--- src/rtl/bsg_cgol_pkg.sv ---
// Shared types and constants for the Game-of-Life host-side issuer and host link.
package bsg_cgol_pkg;

    localparam int unsigned cycle_width_gp = 32;

    typedef enum logic [1:0] {
        eIDLE,
        eISSUE,
        eWAIT,
        eREPORT
    } issuer_state_e;

    typedef struct packed {
        logic [cycle_width_gp-1:0] games;
        logic [cycle_width_gp-1:0] cycles;
        logic                      timeout;
    } bsg_cgol_stat_s;

    // Widths of 0 or 1 still need a 1-bit field.
    function automatic int unsigned safe_clog2(input int unsigned x);
        return (x <= 1) ? 1 : $clog2(x);
    endfunction

endpackage

--- src/rtl/bsg_cgol_sat_counter.sv ---
// Saturating up-counter with synchronous clear (priority) and count enable.
module bsg_cgol_sat_counter #(
    parameter int unsigned width_p = 32
) (
    input  logic               clk_i,
    input  logic               reset_i,
    input  logic               clear_i,
    input  logic               en_i,
    output logic [width_p-1:0] count_o
);

    logic [width_p-1:0] count_q, count_d;

    always_comb begin
        count_d = count_q;
        if (clear_i) begin
            count_d = '0;
        end else if (en_i && (count_q != {width_p{1'b1}})) begin
            count_d = count_q + width_p'(1);
        end
    end

    always_ff @(posedge clk_i) begin
        if (reset_i) begin
            count_q <= '0;
        end else begin
            count_q <= count_d;
        end
    end

    assign count_o = count_q;

endmodule

--- src/rtl/bsg_cgol_game_issuer.sv ---
// Issues a batch of games to the CGOL controller and reports games/cycles per batch.
// Define BSG_CGOL_ISSUER_TIMEOUT_EN to abort a batch when a game exceeds timeout_cycles_p.
module bsg_cgol_game_issuer
    import bsg_cgol_pkg::*;
#(
    // max_game_length_p has no meaningful default and must be overridden.
    parameter int unsigned max_game_length_p = 0,
    parameter int unsigned max_repeat_p      = 16,
    parameter int unsigned timeout_cycles_p  = 4096,
    localparam int unsigned game_len_width_lp = safe_clog2(max_game_length_p),
    localparam int unsigned rep_width_lp      = safe_clog2(max_repeat_p + 1)
) (
    input  logic                         clk_i,
    input  logic                         reset_i,
    input  logic [game_len_width_lp-1:0] cmd_frames_i,
    input  logic [rep_width_lp-1:0]      cmd_repeat_i,
    input  logic                         cmd_v_i,
    output logic                         cmd_ready_o,
    output logic [game_len_width_lp-1:0] frames_o,
    output logic                         v_o,
    input  logic                         ready_i,
    input  logic                         done_v_i,
    output logic                         done_yumi_o,
    output logic [rep_width_lp-1:0]      stat_games_o,
    output logic [cycle_width_gp-1:0]    stat_cycles_o,
    output logic                         stat_timeout_o,
    output logic                         stat_v_o,
    input  logic                         stat_yumi_i
);

    issuer_state_e                state_q, state_d;
    logic                         cmd_ready_q, cmd_ready_d;
    logic                         v_q, v_d;
    logic                         stat_v_q, stat_v_d;
    logic                         timeout_q, timeout_d;
    logic [game_len_width_lp-1:0] frames_q, frames_d;
    logic [rep_width_lp-1:0]      repeat_q, repeat_d;
    logic [rep_width_lp-1:0]      games_q, games_d;
    logic                         cmd_accept, issue_accept, timeout_hit;
    logic [cycle_width_gp-1:0]    cycles;

    assign cmd_accept   = cmd_ready_q && cmd_v_i;
    assign issue_accept = (state_q == eISSUE) && ready_i;

    bsg_cgol_sat_counter #(
        .width_p(cycle_width_gp)
    ) cycle_counter (
        .clk_i  (clk_i),
        .reset_i(reset_i),
        .clear_i(cmd_accept),
        .en_i   ((state_q == eISSUE) || (state_q == eWAIT)),
        .count_o(cycles)
    );

`ifdef BSG_CGOL_ISSUER_TIMEOUT_EN
    localparam int unsigned wait_width_lp = safe_clog2(timeout_cycles_p);
    logic [wait_width_lp-1:0] wait_cnt;

    bsg_cgol_sat_counter #(
        .width_p(wait_width_lp)
    ) wait_counter (
        .clk_i  (clk_i),
        .reset_i(reset_i),
        .clear_i(cmd_accept || issue_accept),
        .en_i   (state_q == eWAIT),
        .count_o(wait_cnt)
    );

    // Fires on the timeout_cycles_p-th consecutive cycle spent in eWAIT.
    assign timeout_hit = (state_q == eWAIT) && (wait_cnt == wait_width_lp'(timeout_cycles_p - 1));
`else
    logic [31:0] unused_timeout_cfg;
    assign unused_timeout_cfg = timeout_cycles_p;
    assign timeout_hit        = 1'b0;
`endif

    always_comb begin
        state_d   = state_q;
        frames_d  = frames_q;
        repeat_d  = repeat_q;
        games_d   = games_q;
        timeout_d = timeout_q;
        unique case (state_q)
            eIDLE: begin
                if (cmd_accept) begin
                    frames_d  = cmd_frames_i;
                    repeat_d  = cmd_repeat_i;
                    games_d   = '0;
                    timeout_d = 1'b0;
                    state_d   = (cmd_repeat_i == '0) ? eREPORT : eISSUE;
                end
            end
            eISSUE: begin
                if (ready_i) begin
                    state_d = eWAIT;
                end
            end
            eWAIT: begin
                if (done_v_i) begin
                    games_d = games_q + rep_width_lp'(1);
                    state_d = (games_d == repeat_q) ? eREPORT : eISSUE;
                end else if (timeout_hit) begin
                    timeout_d = 1'b1;
                    state_d   = eREPORT;
                end
            end
            eREPORT: begin
                if (stat_yumi_i) begin
                    state_d = eIDLE;
                end
            end
            default: state_d = eIDLE;
        endcase
        cmd_ready_d = (state_d == eIDLE);
        v_d         = (state_d == eISSUE);
        stat_v_d    = (state_d == eREPORT);
    end

    always_ff @(posedge clk_i) begin
        if (reset_i) begin
            state_q     <= eIDLE;
            cmd_ready_q <= 1'b0;
            v_q         <= 1'b0;
            stat_v_q    <= 1'b0;
            timeout_q   <= 1'b0;
            frames_q    <= '0;
            repeat_q    <= '0;
            games_q     <= '0;
        end else begin
            state_q     <= state_d;
            cmd_ready_q <= cmd_ready_d;
            v_q         <= v_d;
            stat_v_q    <= stat_v_d;
            timeout_q   <= timeout_d;
            frames_q    <= frames_d;
            repeat_q    <= repeat_d;
            games_q     <= games_d;
        end
    end

    // cmd_ready_q stands in for eIDLE so late completions are not drained while in reset.
    assign done_yumi_o    = done_v_i && ((state_q == eWAIT) || cmd_ready_q);
    assign cmd_ready_o    = cmd_ready_q;
    assign v_o            = v_q;
    assign frames_o       = frames_q;
    assign stat_v_o       = stat_v_q;
    assign stat_games_o   = games_q;
    assign stat_cycles_o  = cycles;
    assign stat_timeout_o = timeout_q;

endmodule
--- config.mk ---
export PLATFORM = sky130hd
export DESIGN_NAME = bsg_cgol_game_issuer
export DESIGN_NICKNAME = d
export VERILOG_FILES = /design/src/rtl/bsg_cgol_pkg.sv /design/src/rtl/bsg_cgol_sat_counter.sv /design/src/rtl/bsg_cgol_game_issuer.sv
export SDC_FILE = /design/constraint.sdc
export NUM_CORES = 1
export LEC_CHECK = 0
export CAP_MARGIN = 0
export CORE_ASPECT_RATIO = 1.75
export CORE_MARGIN = 1.5
export CORE_UTILIZATION = 45
export DETAILED_ROUTE_END_ITERATION = 8
export PLACE_DENSITY = 0.72
export RECOVER_POWER = 100
export SYNTH_ARGS = -nofsm -noshare
export SYNTH_HDL_FRONTEND = slang
export SYNTH_HIERARCHICAL = 1
export SYNTH_SLANG_ARGS = --single-unit
--- constraint.sdc ---
create_clock -name clk_i -period 2.1 [get_ports clk_i]
set_input_delay 0.525 -clock clk_i [delete_from_list [all_inputs] [get_ports clk_i]]
set_output_delay 0.525 -clock clk_i [all_outputs]
set_load 0.1 [all_outputs]
* After elaboration in Yosys (flattened, before gate mapping)
Cells that the tools add are included.
Storage, ports and cells: register bits after elaboration 48, input bits 12, output and inout bits 43, logic and storage cells 41
Cells by class: add/sub/neg operators 2, equality and inequality tests 9, mux-type cells 10, reduce and logical (&&, ||, !) cells 12
Operators with widths (count):
- adder 32 x 1 -> 32 bit, second input constant | 1
- inequality test 32 bit, second input constant | 1
- 2-to-1 mux 2 bit | 6
- 2-to-1 mux 5 bit | 2
- one-hot mux 5 bit (2 select lines) | 1
- one-hot mux 2 bit (4 select lines) | 1
- equality test 2 bit, second input constant | 3
- adder 5 x 1 -> 5 bit, second input constant | 1
- equality test 5 bit | 1
- zero test 5 bit | 1
- equality test 2 x 1 -> 1 bit, second input constant | 2
- zero test 2 bit | 2
- inequality test 2 bit, second input constant | 2
- logical AND 1 bit | 3
- AND reduction 3 bit | 1
- logical OR 1 bit | 2
- AND reduction 2 bit | 1
- nonzero test 2 bit | 1
- OR reduction 2 bit | 1

* Longest topological paths before layout
Gate-level depths: netlist of run 1.
depth in word-level cells 6, gate-level depth with buffers 8

* Modules after synthesis
The synthesis of run 1 kept the hierarchy.
By module, submodules not included:
- bsg_cgol_sat_counter | times used 1, cells each 198, area each 1620.3 um^2, seq. area each 640.6 um^2
- bsg_cgol_game_issuer | times used 1, cells each 100, area each 873.3 um^2, seq. area each 320.3 um^2

* Worst setup path after synthesis of run 1
Ideal clock, no wire load.
path type register to register, start point reg cycle_counter.count_q[16] (netlist: cycle_counter/count_o[16]), end point reg cycle_counter.count_q[26] (netlist: cycle_counter/count_o[26]), arrival time 2.834 ns, required time 2.030 ns, slack -0.805 ns, cell stages (with the launch flop) 6, period minus slack after synthesis 2.905 ns, path through dfxtp_1 > nand4_1 > or3_4 > or4_4 > or3_1 > a21oi_1
Between the ends: cells in the longest elaborated chain, start to end 2, elaborated cells on any way between the ends 3
RTL lines:
- from (decl) | line bsg_cgol_sat_counter.sv:12 | logic [width_p-1:0] count_q, count_d;
- from (signal assigned) | line bsg_cgol_sat_counter.sv:27 | count_q <= count_d;
- parallel branches: the longest is 2 deep, another holds adder 32 x 1 -> 32 bit
Several ways; the timed one is not identified. A chain may end at the register's enable or synchronous reset.

* Worst setup path in the final report of run 1
start point reg state_q[1], end point reg cycle_counter.count_q[30] (netlist: cycle_counter/count_o[30])
Between the ends: cells in the longest elaborated chain, start to end 3, elaborated cells on any way between the ends 4
RTL lines:
- from (decl) | line bsg_cgol_game_issuer.sv:31 | issuer_state_e state_q, state_d;
- from (signal assigned) | line bsg_cgol_game_issuer.sv:121 | state_q <= eIDLE;
- from (signal assigned) | line bsg_cgol_game_issuer.sv:130 | state_q <= state_d;
- equality test 2 x 1 -> 1 bit or equality test 2 bit (tied branches) | line bsg_cgol_game_issuer.sv:51 | .en_i ((state_q == eISSUE) || (state_q == eWAIT)),
- logical OR 1 bit * | line bsg_cgol_game_issuer.sv:51
- logical AND 1 bit * | line bsg_cgol_sat_counter.sv:18 | end else if (en_i && (count_q != {width_p{1'b1}})) begin
Every way passes the cells marked *; elsewhere a longest branch is shown, timed or not.

==> qor.yml, run 1 <==
clock_network:
  cts.sink_count: 48
  ctsHoldBuffers: 0
  clock_latency_ns: 0.30
  cts_tree: "done"
  cts_max_level: 2
  path_clk_slew_ns: 0.09
  cts_buffers: 5
  cts-root-buf: "clkbuf_8"
  clock_path_buffers: 2
sta:
  finalCritPeriodShare_pct: 103
  setup_viol: 2
  fmax_mhz: 462
  hold_viol: 0
  grt_setup_unrepaired: "true"
  tightest_slew_ns: 0.553
  fin_tns_setup_ns: -0.0937
  drv_slew: 0
  period_needed_ns: 2.17
  setup_ws_ns: -0.0657
  skew_ns: 0.0103
  slew_headroom_pct: 63.3
floorplanning:
  die_area_um2: 6010
  io_pins: 55
  fp.dieW_um: 59.3
  die_h_um: 101
  fp-row-count: 35
  start_util_pct: 47.1
  core_area_um2: 5300
drt:
  vias: 2523
  drc: 0
  drtPass1Iterations: 4
  final_antenna_net_count: 0
  drt-wirelength-per-cell_um: 14.3
  wl_um: 6590
  first_iter_violations: 74
  via_per_inst: 5.47
logic_synthesis:
  yosysWarningCount: 6
  netlist_area_um2: 2490
  syn_area_per_cell_um2: 8.37
  synth_compound_area_share_pct: 19.4
  synth_top_family_by_area: "simple AND/OR/NAND/NOR gates"
  synth_simple_gate_area_share_pct: 28.5
  synth_mux_area_share_pct: 2.41
  async_flop_share_pct: 0
  netlist.area_leader.share_pct: 38.5
  synthAdderAreaFrac_pct: 3.51
  synth_edf_count: 0
  ys_seq_elements: 48
  synth.area.top_cells: "dfxtp_1 39%, a21oi_1 4.6%, nor2_1 4.5%"
  synth_flop_cell: "dfxtp_1"
  ys_types: 52
  synthXorXnorAreaFrac_pct: 4.21
  synth_nets: 317
  seq_area_frac_synth_pct: 38.5
  yosys-top-cells-count: "48 x dfxtp_1, 30 x nor2_1, 23 x a21oi_1, 23 x nand2_1, 18 x or3_1"
  syn_inst: 298
  synth_area_leader_cell: "dfxtp_1"
  synth.most_common_cell: "dfxtp_1"
place:
  hpwl_um: 5040
  dp_slack_ns: -0.320
  place_area_um2: 3410
  gp_congestion: 0.842
  io_buffers: 53
layout:
  final_area_um2: 3460
  fin_nets: 405
  syn_to_final_growth_pct: 38.8
  diodes: 0
  drive_gt1_share_pct: 38.2
  fin_util_pct: 65.3
  nFillCells: 484
min_path:
  hold_class: "reg -> reg"
global_route:
  grt_overflow: 0
  grt_pass1_wl_um: 10900
  grt_max_degree: 17
  antenna_found_initial: 0
  gr-usage-all-layers_pct: 23.1
  grt_pass1_vias: 2414
power_and_ir_drop:
  powerDensity_nw_per_um2: 819
  vdd_drop_max_uv: 592
  cellLeakagePower_nw: 1.37
  power_mw: 2.83
critical_path:
  end_kind: "flop"
  critPathRequiredTime_ns: 2.33
  arrival_ns: 2.40
  startpoint_type: "flop"
  path_max_fanout: 5
  crit_type: "reg -> reg"
status:
  violations: "setup timing"
  status: "finished with violations"
job:
  cap_violations: 0
[cells by family after synthesis]
kind of cell	count (synthesis)
multiplexers	6
AO/OA/AOI/OAI	74
adder cells (fa/ha/maj)	7
other	1
XOR/XNOR	12
flip-flops	48
AND/OR/NAND/NOR	131
buffers and inverters	19
[power by group]
group	switching, mW	internal (mW)	total, mW
registers	0.0530	0.961	1.01
clock network	0.311	0.269	0.580
logic	0.818	0.422	1.24
total	1.18	1.65	2.83
[worst paths after layout]
path	startpoint	to	slack (ns)	depth (start not counted)
worst max-delay path	state_q[1]	cycle_counter/count_o[30]	-0.07	7
worst min-delay path	cycle_counter/count_o[7]	cycle_counter/count_o[7]	0.47	1
worst max register to register	state_q[1]	cycle_counter/count_o[30]	-0.07	7
worst min register to register	cycle_counter/count_o[7]	cycle_counter/count_o[7]	0.47	1
[area by class of cell]
| cell class | instances | area [µm²] | area share, % |
|---|---|---|---|
| Clock inverter | 2 | 12.5 | 0.362 |
| Inverter | 8 | 30.0 | 0.868 |
| Sequential cell | 48 | 1080 | 31.3 |
| Clock buffer | 6 | 82.6 | 2.39 |
| Timing Repair Buffer | 92 | 631 | 18.2 |
| Multi-Input combinational cell | 231 | 1530 | 44.2 |
| Tap cell | 74 | 92.6 | 2.68 |
[critical path, stage by stage, from the launching register on]
cell and delay (ns):
dfxtp_2 0.35, inv_2 0.05, ha_4 0.26, nand4_1 0.08, or4_4 0.43, or4_4 0.46
or3_1 0.32, a21oi_1 0.15
[placed cells by master, fill, tap and decap left out, drive strengths merged, types with 8 or more instances in the layout]
cell type       n
clkdlybuf4s50   8
o21ai          19
nand4          10
dfxtp          48
or3            19
inv            10
a21oi          23
nand3          16
or4             8
nor2           30
buf            35
nand2          23
clkbuf         52
[flip-flops by register name (all words and copies together), names as in the netlist]
name                   count
cmd_ready_o                1
cycle_counter/count_o     32
frames_o                   1
repeat_q                   5
stat_games_o               5
stat_v_o                   1
state_q                    2
v_o                        1
[per-stage QoR]
stage	hold WS (ns)	cells
after floorplan	0.484	298
after global placement	0.451	450
after detailed placement	0.458	450
after CTS	0.472	459
after global routing	0.489	461
final	0.470	461
[metal layers]
metal	up-vias	track usage (%)	wire length [µm]
met3	8	3.07	262
met2	63	44.4	3650
met5	-	0	0
met1	1161	25.1	2570
li1	1291	-	-
met4	0	6.64	110
[what timing repair did]
item / in CTS / in global routing
setup endpoints to repair: 6 / 24
setup buffers: 1 / 2
pin swaps: 2 / 2
gates resized for setup: 4 / 11
Note: power is estimated with default switching activity, not from simulation.
==> inputs of run 2 (changes only) <==
--- a/config.mk
+++ b/config.mk
@@ -12,6 +12,7 @@
 export DETAILED_ROUTE_END_ITERATION = 8
 export PLACE_DENSITY = 0.72
 export RECOVER_POWER = 100
+export SKIP_LAST_GASP = 1
 export SYNTH_ARGS = -nofsm -noshare
 export SYNTH_HDL_FRONTEND = slang
 export SYNTH_HIERARCHICAL = 1
==> qor.yml, run 2 (synthesized netlist as in run 1, its figures left out) <==
status:
  status: "finished with violations"
  violations: "setup timing"
critical_path:
  critPathRequiredTime_ns: 2.33  # about the same
  crit_type: "reg -> reg"
  end_kind: "flop"
  arrival_ns: 2.40  # about the same
  path_max_fanout: 5  # unchanged
  slowest_delay_ns: 0.46  # about the same
  startpoint_type: "flop"
  slowest_stage: "or4_4"
  crit_top_cell: "or4_4"
  path_cells: "inv_2 > ha_4 > nand4_1 > or4_4 > or4_4 > or3_1 > a21oi_1"
layout:
  drive_gt1_share_pct: 38.0  # -0.26 points
  fin_nets: 405  # unchanged
  fin_cells: 461  # unchanged
  diodes: 0  # unchanged
  nFillCells: 485  # +0.21%
  multi_input_area_um2: 1520  # -0.49%
  syn_to_final_growth_pct: 38.5
  fin_util_pct: 65.2  # -0.14 points
  layout_common_cells: "41 x clkbuf_2, 33 x buf_4, 30 x nor2_1"
  regArea_um2: 1080  # unchanged
  final_common_cell: "clkbuf_2"
  largest_reg_flops: 32  # unchanged
drt:
  drt-wirelength-per-cell_um: 14.2  # -0.45%
  final_antenna_net_count: 0  # unchanged
  drtPass1Iterations: 4  # unchanged
  drc: 0  # unchanged
  via_per_inst: 5.46  # -0.28%
  wl_um: 6560  # -0.45%
  vias: 2516  # -0.28%
  first_iter_violations: 94  # +27%
clock_network:
  clock_latency_ns: 0.30  # about the same
  cts-root-buf: "clkbuf_8"
  cts_buffers: 5  # unchanged
  clock_path_buffers: 2  # unchanged
  path_clk_slew_ns: 0.09  # about the same
  cts.sink_count: 48  # unchanged
  cts_max_level: 2  # unchanged
  cts_tree: "done"
sta:
  finalCritPeriodShare_pct: 103  # about the same
  skew_ns: 0.0109  # +0.000622 ns
  setup_viol: 2  # unchanged
  grt_setup_unrepaired: "true"
  tightest_slew_ns: 0.554  # +0.000374 ns
  drv_slew: 0  # unchanged
  hold_viol: 0  # unchanged
  slew_headroom_pct: 63.2  # about the same
  period_needed_ns: 2.16  # -0.000832 ns
  fin_tns_setup_ns: -0.0894  # +0.00426 ns
  fmax_mhz: 462  # about the same
  setup_ws_ns: -0.0648  # +0.000832 ns
place:
  hpwl_um: 5040  # unchanged
  gp_congestion: 0.842  # unchanged
  place_inst: 450  # unchanged
  io_buffers: 53  # unchanged
floorplanning:
  io_pins: 55  # unchanged
  die_area_um2: 6010  # unchanged
  fp.dieW_um: 59.3  # unchanged
  start_util_pct: 47.1  # unchanged
  die_h_um: 101  # unchanged
  fp-row-count: 35  # unchanged
  core_area_um2: 5300  # unchanged
global_route:
  gr-usage-all-layers_pct: 23.1  # unchanged
  grt_pass1_wl_um: 10900  # unchanged
  antenna_found_initial: 0  # unchanged
  grt_overflow: 0  # unchanged
  grt_max_degree: 17  # unchanged
  grt_pass1_vias: 2414  # unchanged
power_and_ir_drop:
  powerDensity_nw_per_um2: 821  # +0.23%
  cellLeakagePower_nw: 1.37  # about the same
  power_mw: 2.83  # about the same
  vdd_drop_max_uv: 592  # about the same
job:
  cap_violations: 0  # unchanged
min_path:
  hold_class: "reg -> reg"
run 2: changes by cell type in the layout (fill, tap and decap cells not counted):
cell	previous run	this run
o311ai_2	1	0
o311ai_1	0	1
run 2: final timing paths:
| kind | from | to | slack (ns) | cells past startpoint |
|---|---|---|---|---|
| worst min-delay path | cycle_counter/count_o[7] | cycle_counter/count_o[7] | 0.47 | 1 |
| worst max register to register | state_q[1] | cycle_counter/count_o[30] | -0.06 | 7 |
| worst max-delay path | state_q[1] | cycle_counter/count_o[30] | -0.06 | 7 |
| worst min register to register | cycle_counter/count_o[7] | cycle_counter/count_o[7] | 0.47 | 1 |
run 2: stage by stage:
stage / worst slack (ns) / cell area (µm²) / hold slack (ns)
detailed placement: -0.320 / 3410 / 0.458
finish: -0.0648 / 3450 / 0.471
floorplan: -0.175 / 2660 / 0.484
global placement: -0.295 / 3410 / 0.451
global route: -0.106 / 3450 / 0.489
CTS: -0.0618 / 3510 / 0.472
run 2: power by group:
group          internal [mW]  switching (mW)
registers              0.961          0.0531
logic                  0.422           0.817
clock network          0.269           0.312
total                   1.65            1.18
run 2: repair_timing:
item                                    in CTS  in global routing
resized for setup                            4                 10
hold buffers                                 0                  0
pin swaps                                    2                  1
buffers inserted                             1                  2
endpoints found under the setup margin       6                 24
run 2: critical path, delay by kind of cell (launching register included):
family                     cells  cell delay [ns]
and+or+nand+nor                4             1.30
DFF                            1             0.35
adders and majority gates      1             0.26
AOI/OAI and AO/OA              1             0.15
buffers and inverters          1             0.05
run 2: per-layer routing:
metal | share of wire [%] | up-vias | track usage (%)
li1 | - | 1285 | -
met1 | 39 | 1160 | 25.1
met2 | 55 | 59 | 44.4
met3 | 4.1 | 12 | 3.07
met4 | 2.1 | 0 | 6.64
met5 | 0 | - | 0
run 2: cell type report:
cell class	count	share of cell area [%]
well taps	74	2.68
clock buffers	6	2.39
inverters	8	0.870
repair buffers	92	18.3
flip-flops and latches	48	31.4
clock inverters	2	0.362
multi-input cells	231	44.1
==> inputs of run 3 (changes only) <==
--- a/config.mk
+++ b/config.mk
@@ -7,7 +7,7 @@
 export LEC_CHECK = 0
 export CAP_MARGIN = 0
 export CORE_ASPECT_RATIO = 1.75
-export CORE_MARGIN = 1.5
+export CORE_MARGIN = 2
 export CORE_UTILIZATION = 45
 export DETAILED_ROUTE_END_ITERATION = 8
 export PLACE_DENSITY = 0.72
==> qor.yml, run 3 (synthesized netlist as in run 1, its figures left out) <==
status:
  status: "finished with violations"
  violations: "setup timing"
drt:
  wl_um: 6970  # +6.1%
  first_iter_violations: 104  # +11%
  vias: 2598  # +3.3%
  drt-wirelength-per-cell_um: 15.0  # +5.2%
  via_per_inst: 5.59  # +2.4%
  final_antenna_net_count: 0  # unchanged
  drc: 0  # unchanged
  drtPass1Iterations: 4  # unchanged
layout:
  syn_to_final_growth_pct: 45.8
  diodes: 0  # unchanged
  fin_util_pct: 68.6  # +3.4 points
  nFillCells: 465  # -4.1%
  drive_gt1_share_pct: 41.4  # +3.4 points
  fin_nets: 409  # +0.99%
  layout_common_cells: "78 x buf_4, 30 x nor2_1, 29 x dfxtp_4"
  largest_reg_flops: 32  # unchanged
  final_common_cell: "buf_4"
global_route:
  grt_overflow: 0  # unchanged
  grt_max_degree: 17  # unchanged
  grt_pass1_vias: 2418  # +0.17%
  gr-usage-all-layers_pct: 23.1  # +0.039 points
  antenna_found_initial: 0  # unchanged
  grt_pass1_wl_um: 11100  # +1.8%
critical_path:
  end_kind: "flop"
  arrival_ns: 2.41  # about the same
  path_max_fanout: 4  # -1
  startpoint_type: "flop"
  critPathRequiredTime_ns: 2.32  # about the same
  crit_type: "reg -> reg"
  reg2reg_slack_ns: -0.09  # -0.02 ns
sta:
  hold_viol: 0  # unchanged
  fin_hold_ws_ns: 0.491  # +0.0201 ns
  setup_viol: 2  # unchanged
  grt_setup_unrepaired: "true"
  slew_headroom_pct: 64.2  # +0.92 points
  setup_ws_ns: -0.0866  # -0.0218 ns
  drv_slew: 0  # unchanged
  fmax_mhz: 457  # -1.0%
  finalCritPeriodShare_pct: 104  # +1.0 points
  tightest_slew_ns: 0.540  # -0.0138 ns
  skew_ns: 0.00614  # -0.00478 ns
  period_needed_ns: 2.19  # +0.0218 ns
clock_network:
  cts_max_level: 2  # unchanged
  clock_path_buffers: 2  # unchanged
  cts.sink_count: 48  # unchanged
  clock_latency_ns: 0.29  # about the same
  cts_tree: "done"
  path_clk_slew_ns: 0.09  # about the same
  cts_buffers: 5  # unchanged
  cts-root-buf: "clkbuf_8"
power_and_ir_drop:
  powerDensity_nw_per_um2: 802  # -2.2%
  vdd_drop_max_uv: 516  # -13%
  cellLeakagePower_nw: 1.44  # +4.8%
floorplanning:
  io_pins: 55  # unchanged
  core_area_um2: 5300  # unchanged
  start_util_pct: 47.1  # unchanged
  fp-row-count: 35  # unchanged
  die_h_um: 102  # +0.99%
  die_area_um2: 6180  # +2.7%
  fp.dieW_um: 60.3  # +1.7%
place:
  gp_congestion: 0.843  # +0.13%
  io_buffers: 53  # unchanged
  hpwl_um: 5160  # +2.3%
min_path:
  hold_class: "reg -> reg"
job:
  cap_violations: 0  # unchanged
run 3: path summary, 6_finish.rpt:
| kind | start | to | depth (start not counted) |
|---|---|---|---|
| worst min-delay path | cycle_counter/count_o[7] | cycle_counter/count_o[7] | 1 |
| worst min register to register | cycle_counter/count_o[7] | cycle_counter/count_o[7] | 1 |
| worst max register to register | state_q[0] | cycle_counter/count_o[30] | 7 |
| worst max-delay path | state_q[0] | cycle_counter/count_o[30] | 7 |
run 3: layout make-up:
type,instances,area [µm²],share of cell area (%)
multi-input combinational,231,1560,42.9
tap,74,92.6,2.55
clock buffer,6,82.6,2.27
timing repair buffer,96,777,21.4
clock inverter,2,10.0,0.275
inverter,8,30.0,0.826
sequential,48,1080,29.8
run 3: power breakdown:
part	internal (mW)	switching, mW	leakage (nW)	total [mW]
Combinational	0.497	0.840	0.970	1.34
Sequential	0.961	0.0556	0.416	1.02
Clock	0.263	0.299	0.0510	0.563
run 3: repair_timing:
action                                 in CTS  in global routing
endpoints found under the hold margin       0                  0
pin swaps                                   2                 12
resized for setup                           5                 22
buffers inserted                            1                  4
setup endpoints to repair                   5                 21
gates cloned                                0                  1
hold buffers                                0                  0
run 3: layer usage:
layer / global-route usage (%) / part of all wire [%]
met1: 24.8 / 39
met5: 0 / 0
met3: 3.29 / 3.1
met4: 6.67 / 1.1
met2: 44.6 / 57
run 3: through the flow:
stage	instances	TNS (ns)	setup slack [ns]	area, µm²	power (mW)
floorplan	298	-1.20	-0.175	2660	1.92
global placement	451	-1.07	-0.300	3420	2.29
detailed placement	451	-1.31	-0.329	3420	2.32
CTS	460	-0.124	-0.0631	3520	2.90
global route	465	-0.517	-0.143	3630	3.08
finish	465	-0.171	-0.0866	3630	2.92
run 3: critical path, stage by stage, from the launching register on:
cell,delay (ns)
dfxtp_2,0.36
inv_2,0.05
ha_4,0.26
nand4_1,0.09
or4_4,0.44
or4_4,0.46
or3_1,0.32
a21oi_1,0.14
